--- config.mk ---
export PLATFORM = sky130hd
export DESIGN_NAME = cmd_frame_master_flat
export DESIGN_NICKNAME = d
export VERILOG_FILES = /design/src/rtl/cmd_frame_master_if.sv /design/src/rtl/cmd_frame_master.sv /design/src/flat_wrapper.sv
export SDC_FILE = /design/constraint.sdc
export NUM_CORES = 1
export LEC_CHECK = 0
export ABC_AREA = 1
export CORE_UTILIZATION = 25
export CTS_BUF_LIST = sky130_fd_sc_hd__clkbuf_8
export DETAILED_ROUTE_END_ITERATION = 16
export PLACE_DENSITY = 0.47
export SETUP_SLACK_MARGIN = 0.2
export SKIP_LAST_GASP = 1
export SLEW_MARGIN = 20
export SYNTH_ARGS = -nofsm -noshare
export SYNTH_HDL_FRONTEND = slang
export SYNTH_SLANG_ARGS = --single-unit
--- constraint.sdc ---
create_clock -name clk -period 3.2 [get_ports clk]
set_input_delay 0.96 -clock clk [delete_from_list [all_inputs] [get_ports clk]]
set_output_delay 0.96 -clock clk [all_outputs]
set_load 0.02 [all_outputs]
--- src/rtl/cmd_frame_master_if.sv ---
// Byte-stream and slave-bus bundle for cmd_frame_master.
// master: the frame parser; slave: UART endpoints and register/memory slaves.
interface cmd_frame_master_if;
  logic [7:0]  rx_dat;
  logic        rx_ce;
  logic [7:0]  tx_dat;
  logic        tx_ce;
  logic        tx_rdy;
  logic [7:0]  com;
  logic [15:0] wr_adr;
  logic [15:0] rd_adr;
  logic [7:0]  wr_dat;
  logic        ce_wr_dat;
  logic [7:0]  my_dat;
  logic        crc_err;

  modport master (
    input  rx_dat, rx_ce, tx_rdy, my_dat,
    output tx_dat, tx_ce, com, wr_adr, rd_adr, wr_dat, ce_wr_dat, crc_err
  );
  modport slave (
    output rx_dat, rx_ce, tx_rdy, my_dat,
    input  tx_dat, tx_ce, com, wr_adr, rd_adr, wr_dat, ce_wr_dat, crc_err
  );
endinterface

--- src/rtl/cmd_frame_master.sv ---
// UART command frame master: parses [cmd][adr_hi][adr_lo][len][data..][crc8], issues slave writes/reads.
// Optional macro CMD_ACK_EN: write frames and bad-CRC frames answer with one status byte (A5 / E1).
module cmd_frame_master #(
  parameter logic [15:0] TOUT_CYC = 16'd50000,
  parameter int unsigned RD_LAT   = 2
) (
  input logic                clk,
  input logic                rst_n,
  cmd_frame_master_if.master bus
);
  typedef enum logic [3:0] {
    IDLE, ADR_H, ADR_L, LEN, DATA, CHK, RD_SET, RD_WAIT, RD_SEND, CRC_SEND, ACK_SEND
  } state_t;

  localparam logic [2:0] LAT_M1 = 3'(RD_LAT - 1);

  state_t      state_q, state_d;
  logic [7:0]  cmd_q, cmd_d, len_q, len_d, crc_q, crc_d, rdat_q, rdat_d;
  logic [7:0]  wr_dat_q, wr_dat_d, tx_dat_q, tx_dat_d;
  logic [15:0] adr_q, adr_d, wr_adr_q, wr_adr_d, tout_q, tout_d;
  logic [8:0]  cnt_q, cnt_d;
  logic [2:0]  lat_q, lat_d;
  logic        ce_wr_q, ce_wr_d, tx_ce_q, tx_ce_d, crc_err_q, crc_err_d, used_q, used_d;
`ifdef CMD_ACK_EN
  logic [7:0]  ack_q, ack_d;
`endif

  function automatic logic [7:0] crc8(input logic [7:0] c, input logic [7:0] b);
    logic [7:0] r;
    r = c ^ b;
    for (int i = 0; i < 8; i++) r = r[7] ? ({r[6:0], 1'b0} ^ 8'h07) : {r[6:0], 1'b0};
    return r;
  endfunction

  logic       is_rd, cmd_ok, in_hdr, in_rd, tx_ok, tout_hit;
  logic [8:0] rd_tot;

  assign is_rd    = (cmd_q == 8'h80) || (cmd_q == 8'h81);
  assign cmd_ok   = bus.rx_dat inside {8'h00, 8'hC1, 8'h80, 8'h81};
  assign in_hdr   = state_q inside {ADR_H, ADR_L, LEN, DATA, CHK};
  assign in_rd    = state_q inside {RD_SET, RD_WAIT, RD_SEND};
  assign rd_tot   = (len_q == 8'd0) ? 9'd256 : {1'b0, len_q};
  // used_q blocks a second launch until the transmitter has visibly dropped tx_rdy
  assign tx_ok    = bus.tx_rdy & ~used_q;
  assign tout_hit = in_hdr & ~bus.rx_ce & (tout_q == TOUT_CYC - 16'd1);

  always_comb begin
    state_d   = state_q;
    cmd_d     = cmd_q;
    len_d     = len_q;
    crc_d     = crc_q;
    rdat_d    = rdat_q;
    adr_d     = adr_q;
    cnt_d     = cnt_q;
    lat_d     = lat_q;
    wr_dat_d  = wr_dat_q;
    tx_dat_d  = tx_dat_q;
    wr_adr_d  = 16'hFFFF;
    ce_wr_d   = 1'b0;
    tx_ce_d   = 1'b0;
    crc_err_d = 1'b0;
    used_d    = bus.tx_rdy ? used_q : 1'b0;
    tout_d    = (in_hdr && !bus.rx_ce) ? tout_q + 16'd1 : 16'd0;
`ifdef CMD_ACK_EN
    ack_d     = ack_q;
`endif
    case (state_q)
      IDLE: if (bus.rx_ce && cmd_ok) begin
        cmd_d   = bus.rx_dat;
        crc_d   = crc8(8'h00, bus.rx_dat);
        state_d = ADR_H;
      end
      ADR_H: if (bus.rx_ce) begin
        adr_d[15:8] = bus.rx_dat;
        crc_d       = crc8(crc_q, bus.rx_dat);
        state_d     = ADR_L;
      end
      ADR_L: if (bus.rx_ce) begin
        adr_d[7:0] = bus.rx_dat;
        crc_d      = crc8(crc_q, bus.rx_dat);
        state_d    = LEN;
      end
      LEN: if (bus.rx_ce) begin
        len_d   = bus.rx_dat;
        cnt_d   = 9'd0;
        crc_d   = crc8(crc_q, bus.rx_dat);
        state_d = (is_rd || bus.rx_dat == 8'd0) ? CHK : DATA;
      end
      DATA: if (bus.rx_ce) begin
        wr_dat_d = bus.rx_dat;
        wr_adr_d = adr_q + 16'(cnt_q);
        ce_wr_d  = 1'b1;
        crc_d    = crc8(crc_q, bus.rx_dat);
        cnt_d    = cnt_q + 9'd1;
        if (cnt_q + 9'd1 == {1'b0, len_q}) state_d = CHK;
      end
      CHK: if (bus.rx_ce) begin
        cnt_d = 9'd0;
        crc_d = 8'h00;  // reused for the CRC of the read reply
        if (bus.rx_dat == crc_q) begin
`ifdef CMD_ACK_EN
          ack_d   = 8'hA5;
          state_d = is_rd ? RD_SET : ACK_SEND;
`else
          state_d = is_rd ? RD_SET : IDLE;
`endif
        end else begin
          crc_err_d = 1'b1;
`ifdef CMD_ACK_EN
          ack_d     = 8'hE1;
          state_d   = ACK_SEND;
`else
          state_d   = IDLE;
`endif
        end
      end
      RD_SET: begin
        lat_d = 3'd1;
        if (RD_LAT <= 1) begin
          rdat_d  = bus.my_dat;
          state_d = RD_SEND;
        end else begin
          state_d = RD_WAIT;
        end
      end
      RD_WAIT: begin
        if (lat_q >= LAT_M1) begin
          rdat_d  = bus.my_dat;
          state_d = RD_SEND;
        end else begin
          lat_d = lat_q + 3'd1;
        end
      end
      RD_SEND: if (tx_ok) begin
        tx_ce_d  = 1'b1;
        tx_dat_d = rdat_q;
        used_d   = 1'b1;
        crc_d    = crc8(crc_q, rdat_q);
        cnt_d    = cnt_q + 9'd1;
        state_d  = (cnt_q + 9'd1 == rd_tot) ? CRC_SEND : RD_SET;
      end
      CRC_SEND: if (tx_ok) begin
        tx_ce_d  = 1'b1;
        tx_dat_d = crc_q;
        used_d   = 1'b1;
        state_d  = IDLE;
      end
      ACK_SEND: begin
`ifdef CMD_ACK_EN
        if (tx_ok) begin
          tx_ce_d  = 1'b1;
          tx_dat_d = ack_q;
          used_d   = 1'b1;
          state_d  = IDLE;
        end
`else
        state_d = IDLE;
`endif
      end
      default: state_d = IDLE;
    endcase
    if (tout_hit) state_d = IDLE;
  end

  always_ff @(posedge clk or negedge rst_n) begin
    if (!rst_n) begin
      state_q   <= IDLE;
      cmd_q     <= 8'h00;
      len_q     <= 8'h00;
      crc_q     <= 8'h00;
      rdat_q    <= 8'h00;
      adr_q     <= 16'h0000;
      cnt_q     <= 9'd0;
      lat_q     <= 3'd0;
      wr_dat_q  <= 8'h00;
      tx_dat_q  <= 8'h00;
      wr_adr_q  <= 16'hFFFF;
      ce_wr_q   <= 1'b0;
      tx_ce_q   <= 1'b0;
      crc_err_q <= 1'b0;
      used_q    <= 1'b0;
      tout_q    <= 16'd0;
`ifdef CMD_ACK_EN
      ack_q     <= 8'h00;
`endif
    end else begin
      state_q   <= state_d;
      cmd_q     <= cmd_d;
      len_q     <= len_d;
      crc_q     <= crc_d;
      rdat_q    <= rdat_d;
      adr_q     <= adr_d;
      cnt_q     <= cnt_d;
      lat_q     <= lat_d;
      wr_dat_q  <= wr_dat_d;
      tx_dat_q  <= tx_dat_d;
      wr_adr_q  <= wr_adr_d;
      ce_wr_q   <= ce_wr_d;
      tx_ce_q   <= tx_ce_d;
      crc_err_q <= crc_err_d;
      used_q    <= used_d;
      tout_q    <= tout_d;
`ifdef CMD_ACK_EN
      ack_q     <= ack_d;
`endif
    end
  end

  assign bus.com       = (state_q inside {IDLE, ADR_H, ADR_L}) ? 8'hFF :
                         (cmd_q == 8'hC1) ? 8'h81 : cmd_q;
  assign bus.rd_adr    = in_rd ? adr_q + 16'(cnt_q) : 16'hFFFF;
  assign bus.wr_adr    = wr_adr_q;
  assign bus.wr_dat    = wr_dat_q;
  assign bus.ce_wr_dat = ce_wr_q;
  assign bus.tx_dat    = tx_dat_q;
  assign bus.tx_ce     = tx_ce_q;
  assign bus.crc_err   = crc_err_q;
endmodule

--- src/flat_wrapper.sv ---
// flat-port wrapper written by rule: the top's interface ports become plain ports
module cmd_frame_master_flat 
#(
  parameter logic [15:0] TOUT_CYC = 16'd50000,
  parameter int unsigned RD_LAT   = 2
)
  (clk, rst_n, bus_rx_dat, bus_rx_ce, bus_tx_rdy, bus_my_dat, bus_tx_dat, bus_tx_ce, bus_com, bus_wr_adr, bus_rd_adr, bus_wr_dat, bus_ce_wr_dat, bus_crc_err);
  cmd_frame_master_if bus_i ();
  input logic clk;
  input logic rst_n;
  input wire logic [$bits(bus_i.rx_dat)-1:0] bus_rx_dat;
  input wire logic [$bits(bus_i.rx_ce)-1:0] bus_rx_ce;
  input wire logic [$bits(bus_i.tx_rdy)-1:0] bus_tx_rdy;
  input wire logic [$bits(bus_i.my_dat)-1:0] bus_my_dat;
  output wire logic [$bits(bus_i.tx_dat)-1:0] bus_tx_dat;
  output wire logic [$bits(bus_i.tx_ce)-1:0] bus_tx_ce;
  output wire logic [$bits(bus_i.com)-1:0] bus_com;
  output wire logic [$bits(bus_i.wr_adr)-1:0] bus_wr_adr;
  output wire logic [$bits(bus_i.rd_adr)-1:0] bus_rd_adr;
  output wire logic [$bits(bus_i.wr_dat)-1:0] bus_wr_dat;
  output wire logic [$bits(bus_i.ce_wr_dat)-1:0] bus_ce_wr_dat;
  output wire logic [$bits(bus_i.crc_err)-1:0] bus_crc_err;
  assign bus_i.rx_dat = bus_rx_dat;
  assign bus_i.rx_ce = bus_rx_ce;
  assign bus_i.tx_rdy = bus_tx_rdy;
  assign bus_i.my_dat = bus_my_dat;
  assign bus_tx_dat = bus_i.tx_dat;
  assign bus_tx_ce = bus_i.tx_ce;
  assign bus_com = bus_i.com;
  assign bus_wr_adr = bus_i.wr_adr;
  assign bus_rd_adr = bus_i.rd_adr;
  assign bus_wr_dat = bus_i.wr_dat;
  assign bus_ce_wr_dat = bus_i.ce_wr_dat;
  assign bus_crc_err = bus_i.crc_err;
  cmd_frame_master #(.TOUT_CYC(TOUT_CYC), .RD_LAT(RD_LAT)) u_core (.clk(clk), .rst_n(rst_n), .bus(bus_i));
endmodule
Word level (Yosys, flattened, before mapping)
Index checks and enable logic that the tools add are counted.
Operators by class
  $add $sub $neg: 4
  $mul: 0
  div/mod/pow operators: 0
  $lt $le $gt $ge: 1
  equal/unequal tests: 37
  shifts and indexed selects: 0
  muxes and demuxes: 71
  bitwise operators: 31
  reductions and logical operators: 30
Operator list (count)
  2-to-1 mux 3 bit: 26
  NOT 3 bit: 24
  2-to-1 mux 16 bit: 4
  2-to-1 mux 8 bit: 8
  2-to-1 mux 4 bit: 13
  equality test 8 bit, second input constant: 6
  one-hot mux 4 bit (10 select lines): 1
  2-to-1 mux 9 bit: 4
  one-hot mux 8 bit (4 select lines): 1
  one-hot mux 9 bit (3 select lines): 1
  inequality test 3 x 2 -> 1 bit, second input constant: 7
  adder 16 x 1 -> 16 bit, second input constant: 1
  adder 16 x 9 -> 16 bit: 1
  equality test 16 bit, second input constant: 1
  equality test 4 x 3 -> 1 bit, second input constant: 4
  zero test 8 bit: 2
  one-hot mux 8 bit (2 select lines): 1
  bitwise XOR 8 bit: 2
  AND reduction 2 bit: 7
  2-to-1 mux 1 bit: 11
  inequality test 2 x 1 -> 1 bit, second input constant: 5
  AND reduction 10 bit: 1
  adder 9 x 1 -> 9 bit, second input constant: 1
  equality test 9 x 8 -> 1 bit: 1
  25 further kinds: 41
Storage, ports and cells
  register bits after elaboration: 116
  bits in latches: 0
  RAM bits: 0
  bits in read-only memories: 0
  input bits: 20
  output and inout port bits: 59
  word-level logic and storage cells: 191
  memories kept: 0

Depth between registers and ports, before layout
  depth in word-level cells: 19
  depth in mapped cells: 15
  mapped depth without buffers: 15

Least setup slack after synthesis
Ideal clock, no wire load.
  path type: register to output
  from: register u_core.cnt_q[0]
  to: output port bus_rd_adr[8]
  data arrival time: 2079 ps
  data required time: 2240 ps
  setup slack: 161 ps
  cell stages (with the launch flop): 8
  cell sequence: dfrtp_1 -> ha_1 -> inv_1 -> fa_1 -> o31ai_1 -> a21oi_1 -> or2_2 -> nand3_1
Between the ends
  word-level cells in the longest chain between the ends: 2
RTL lines
  start, declared: RTL line cmd_frame_master.sv:21  | logic [8:0] cnt_q, cnt_d;
  start signal, assigned: RTL line cmd_frame_master.sv:193  | cnt_q <= cnt_d;
  adder 16 x 9 -> 16 bit: RTL line cmd_frame_master.sv:211  | assign bus.rd_adr = in_rd ? adr_q + 16'(cnt_q) : 16'hFFFF;
  2-to-1 mux 16 bit: RTL line cmd_frame_master.sv:211
  end, declared: RTL line flat_wrapper.sv:19  | output wire logic [$bits(bus_i.rd_adr)-1:0] bus_rd_adr;
Every way passes these cells.

Worst setup path in the final report
  from: register u_core.cnt_q[0]
  to: output port bus_rd_adr[14]
The elaborated chain is that of the path after synthesis.

==> summary.md <==
| Metric | Value |
|---|---|
| Status | `finished with violations` |
| Failing checks | `design-rule violations, negative setup slack` |
| Most used DFF post-synth | `dfrtp_1` |
| Die Span Y | `approximately 170 um` |
| DRC viols | `7` |
| Fin worst setup slack | `-0.0799 ns` |
| Crit path time final | `about 3.3 ns` |
| Vias in the first global route | `roughly 6100` |
| Fin util | `between 30% and 40%` |
| Tot Pwr | `roughly 8.7 mW` |
| Initial antenna violation count | `0` |
| CTS Buf Count | `17` |
| Most used routing layer | `met2` |
| Global Route met2 Usage | `between 20% and 30%` |
| I/O pins | `79` |
| Layout cells sized above 1 | `a little over a fifth` |
| Worst Hold Depth | `1` |
| Worst Tran Pin Value | `0.604 ns` |
| Mapped Nets | `between 800 and 900` |
| Max-Slew Margin vs Limit | `approximately 60%` |
| First-pass GRT wire length | `about 31 mm` |
| GRT met1 Usage | `18.0%` |
| Clock buffer depth | `2` |
| RSZ-0062 raised after global routing | `yes` |
| Most used cell, CP | `buf_6` |
| Mean Syn Cell Area | `between 7 and 8 um2` |
| CP Data Required Time | `roughly 2.2 ns` |
| Setup violations, final | `6` |
| Clock Sink Count | `~120` |
| Port Buffers | `78` |
| Commonest non-fill, non-tap cell in the layout | `nand2_1` |
| Critical path endpoint category | `output pin` |
| Worst path max stage delay | `about 0.40 ns` |
| CTS tree | `built` |
| Final Hold Violating Endpoints | `0` |
| Maxcap violations | `0` |
| Clock Skew | `0.0196 ns` |
| VDD IR-drop max | `0.449 mV` |
| Period utilisation layout | `102%` |
| Fillers | `~2700` |
| Mapped Cells | `roughly 840` |
| Seq/Total Area, Yosys | `around 43%` |
| CORE AREA | `between 0.02 and 0.03 mm2` |
| Power density cells | `939 mW/mm2` |
| Initial Utilization | `between 20% and 30%` |
| ANT cells | `0` |
| DR pass1 iterations | `11` |
| Synth Cell Area | `roughly 0.0067 mm2` |
| #FFs+latches synth | `116` |
| Crit Path Max Fanout | `3` |
| RR Endpoint | `u_core.state_q[2]$_DFFE_PN0P_` |
| EDFF count, synth | `0` |
| Hold crit path type | `reg -> reg` |
| Vias/cell | `4.41` |
| Pin count of the biggest net entering global routing | `37` |
| Crit path buffers/inverters | `3` |
| Most frequent cells in the layout | `nand2_1 (217), dfrtp_1 (98), inv_1 (88)` |
| CP Class | `reg -> out` |
| Worst-path clk slew | `0.08 ns` |
| Ys async rst share | `100%` |
| Via count | `about 5900` |
| R2R depth | `15` |
| R2r startpoint | `u_core.cnt_q[0]$_DFFE_PN0P_` |
| Die span in x | `166 um` |
| Count of pins over their slew limit | `0` |
| Reg area | `0.00293 mm2` |
| Detailed Route Iter0 Violations | `312` |
| Worst R2R Setup Slack | `~0.95 ns` |
| Critical Path Source Type | `flop` |
| Met3 Usage GRT | `under 10%` |
| Worst-path cell chain | `ha_4, inv_2, fa_2, buf_6, nand3b_1, a31oi_2, or2_4, nand3_2, buf_6` |
| Syn-to-layout area delta | `37.5%` |
| Root Driver | `clkbuf_8` |
| Gpl congestion | `about 0.83` |
| Layout Nets | `approximately 1000` |
| Worst-skew pair later-pin latency | `~0.44 ns` |
| CP arrival | `roughly 2.3 ns` |
| Num rows | `just under 60` |
| DP Wirelength | `around 14 mm` |
| Area of the multi-input gates | `0.00375 mm2` |
| Netlist cell types | `46` |
| WL/cell | `approximately 14 um` |
| Die area | `0.0276 mm2` |
| Gr usage total | `14.4%` |
| Synth warn | `0` |
| Family with the most delay on the worst path | `adder cells` |
| LEAKAGE | `~4.1 nW` |
| Max frequency | `a little over 0.3 GHz` |
| Global route total overflow | `0` |
| Post-Route WL | `18.8 mm` |
| ANT nets after route | `0` |
| Htree depth | `4` |
| Crit path max-delay cell type | `dfrtp_1` |
| Hold path endpoint | `u_core.tout_q[0]$_DFF_PN0_` |
| Hold path startpoint | `u_core.tout_q[0]$_DFF_PN0_` |
| Hold-fix buffers, CTS | `0` |
## worst reg2reg max path: stages (launching register included)
cell,delay [ns]
dfrtp_1,0.40
buf_4,0.17
ha_1,0.17
nand2_1,0.13
nor2_1,0.21
nand2_1,0.11
nand3_1,0.11
inv_1,0.04
nor2_1,0.14
nand2_1,0.07
nor2_1,0.16
nand3_1,0.10
nand2_1,0.11
nand3_1,0.09
nand2_1,0.08
nand2_1,0.05
## synthesized netlist by cell type, types with 3 or more instances
master | instances | area [um2]
inv_2 | 4 | 15.0
xor2_1 | 26 | 228
clkbuf_1 | 11 | 41.3
nor2_1 | 63 | 236
xnor2_1 | 32 | 280
or2_2 | 4 | 25.0
o22ai_1 | 6 | 37.5
ha_1 | 21 | 263
o21ai_0 | 50 | 250
inv_1 | 91 | 342
nor4_1 | 3 | 18.8
a21oi_1 | 29 | 145
nand2_2 | 3 | 18.8
nand4_1 | 12 | 75.1
nor2_2 | 4 | 25.0
o21ai_1 | 3 | 15.0
nand2_1 | 221 | 830
mux2_2 | 8 | 90.1
o21a_1 | 9 | 67.6
nor3_1 | 12 | 60.1
nand3_1 | 68 | 340
a31oi_1 | 10 | 62.6
dfstp_2 | 16 | 420
dfrtp_1 | 100 | 2500
## report_power, final
part | internal [mW] | switching (mW) | total [mW]
clock network | 0.639 | 0.683 | 1.32
logic | 2.19 | 2.76 | 4.95
registers | 1.96 | 0.454 | 2.41
total | 4.79 | 3.89 | 8.68
## layer usage
metal	part of all wire, %	vias to the layer above
li1	-	3063
met1	47	2756
met2	49	87
met3	2.8	12
met4	1.0	0
met5	0	-
## state kept, by name (all words and copies together) (netlist names), 3 cells and up
name and count:
u_core.adr_q 16, u_core.bus.wr_adr 16, u_core.tout_q 16, u_core.cnt_q 9, u_core.bus.tx_dat 8, u_core.bus.wr_dat 8, u_core.cmd_q 8, u_core.crc_q 8
u_core.len_q 8, u_core.rdat_q 8, u_core.state_q 4, u_core.lat_q 3
## cells by family (layout without fill, tap and decap cells)
family | count (synthesis) | after routing | share of synthesized area (%)
mux | 8 | 8 | 1.34
compound gates | 121 | 121 | 10.5
flops | 116 | 116 | 43.4
buf+inv | 112 | 279 | 6.47
fa+ha+maj | 22 | 22 | 4.20
simple gates | 403 | 403 | 26.3
xor+xnor | 59 | 59 | 7.79
## worst max-delay path by stage
stage / from / end / slack [ns] / cells past startpoint
floorplan: u_core.cnt_q[0]$_DFFE_PN0P_ / bus_rd_adr[8] / 0.22 / 7
global placement: u_core.cnt_q[0]$_DFFE_PN0P_ / bus_rd_adr[8] / -0.22 / 8
detailed placement: u_core.cnt_q[0]$_DFFE_PN0P_ / bus_rd_adr[8] / -0.25 / 8
CTS: u_core.cnt_q[0]$_DFFE_PN0P_ / bus_rd_adr[14] / -0.17 / 9
global route: u_core.cnt_q[0]$_DFFE_PN0P_ / bus_rd_adr[10] / -0.19 / 9
finish: u_core.cnt_q[0]$_DFFE_PN0P_ / bus_rd_adr[14] / -0.08 / 9
## area by class of cell
| class | count | share of cell area, % |
|---|---|---|
| Multi-Input combinational cell | 613 | 40.6 |
| Sequential cell | 116 | 31.6 |
| Timing Repair Buffer | 151 | 15.2 |
| Tap cell | 335 | 4.53 |
| Inverter | 96 | 3.98 |
| Clock buffer | 18 | 2.68 |
| Clock inverter | 14 | 1.37 |
## through the flow
stage	hold WS (ns)	setup WS (ns)	cell area [um2]	TNS, ns	instances
final	0.478	-0.0799	9250	-0.267	1343
after global routing	0.505	-0.187	9250	-1.37	1343
after CTS	0.476	-0.169	9050	-0.806	1339
after detailed placement	0.468	-0.253	8380	-1.44	1302
after global placement	0.456	-0.222	8380	-1.23	1302
after floorplan	0.433	0.225	6730	0	841
## repair_timing
item                                    4_1_cts  5_1_grt
endpoints found under the setup margin       24       19
gates cloned                                  0        0
gates resized for setup                     136       30
pin swaps                                    17       15
setup buffers                                 5        4
Note: power is estimated with default switching activity, not from simulation.
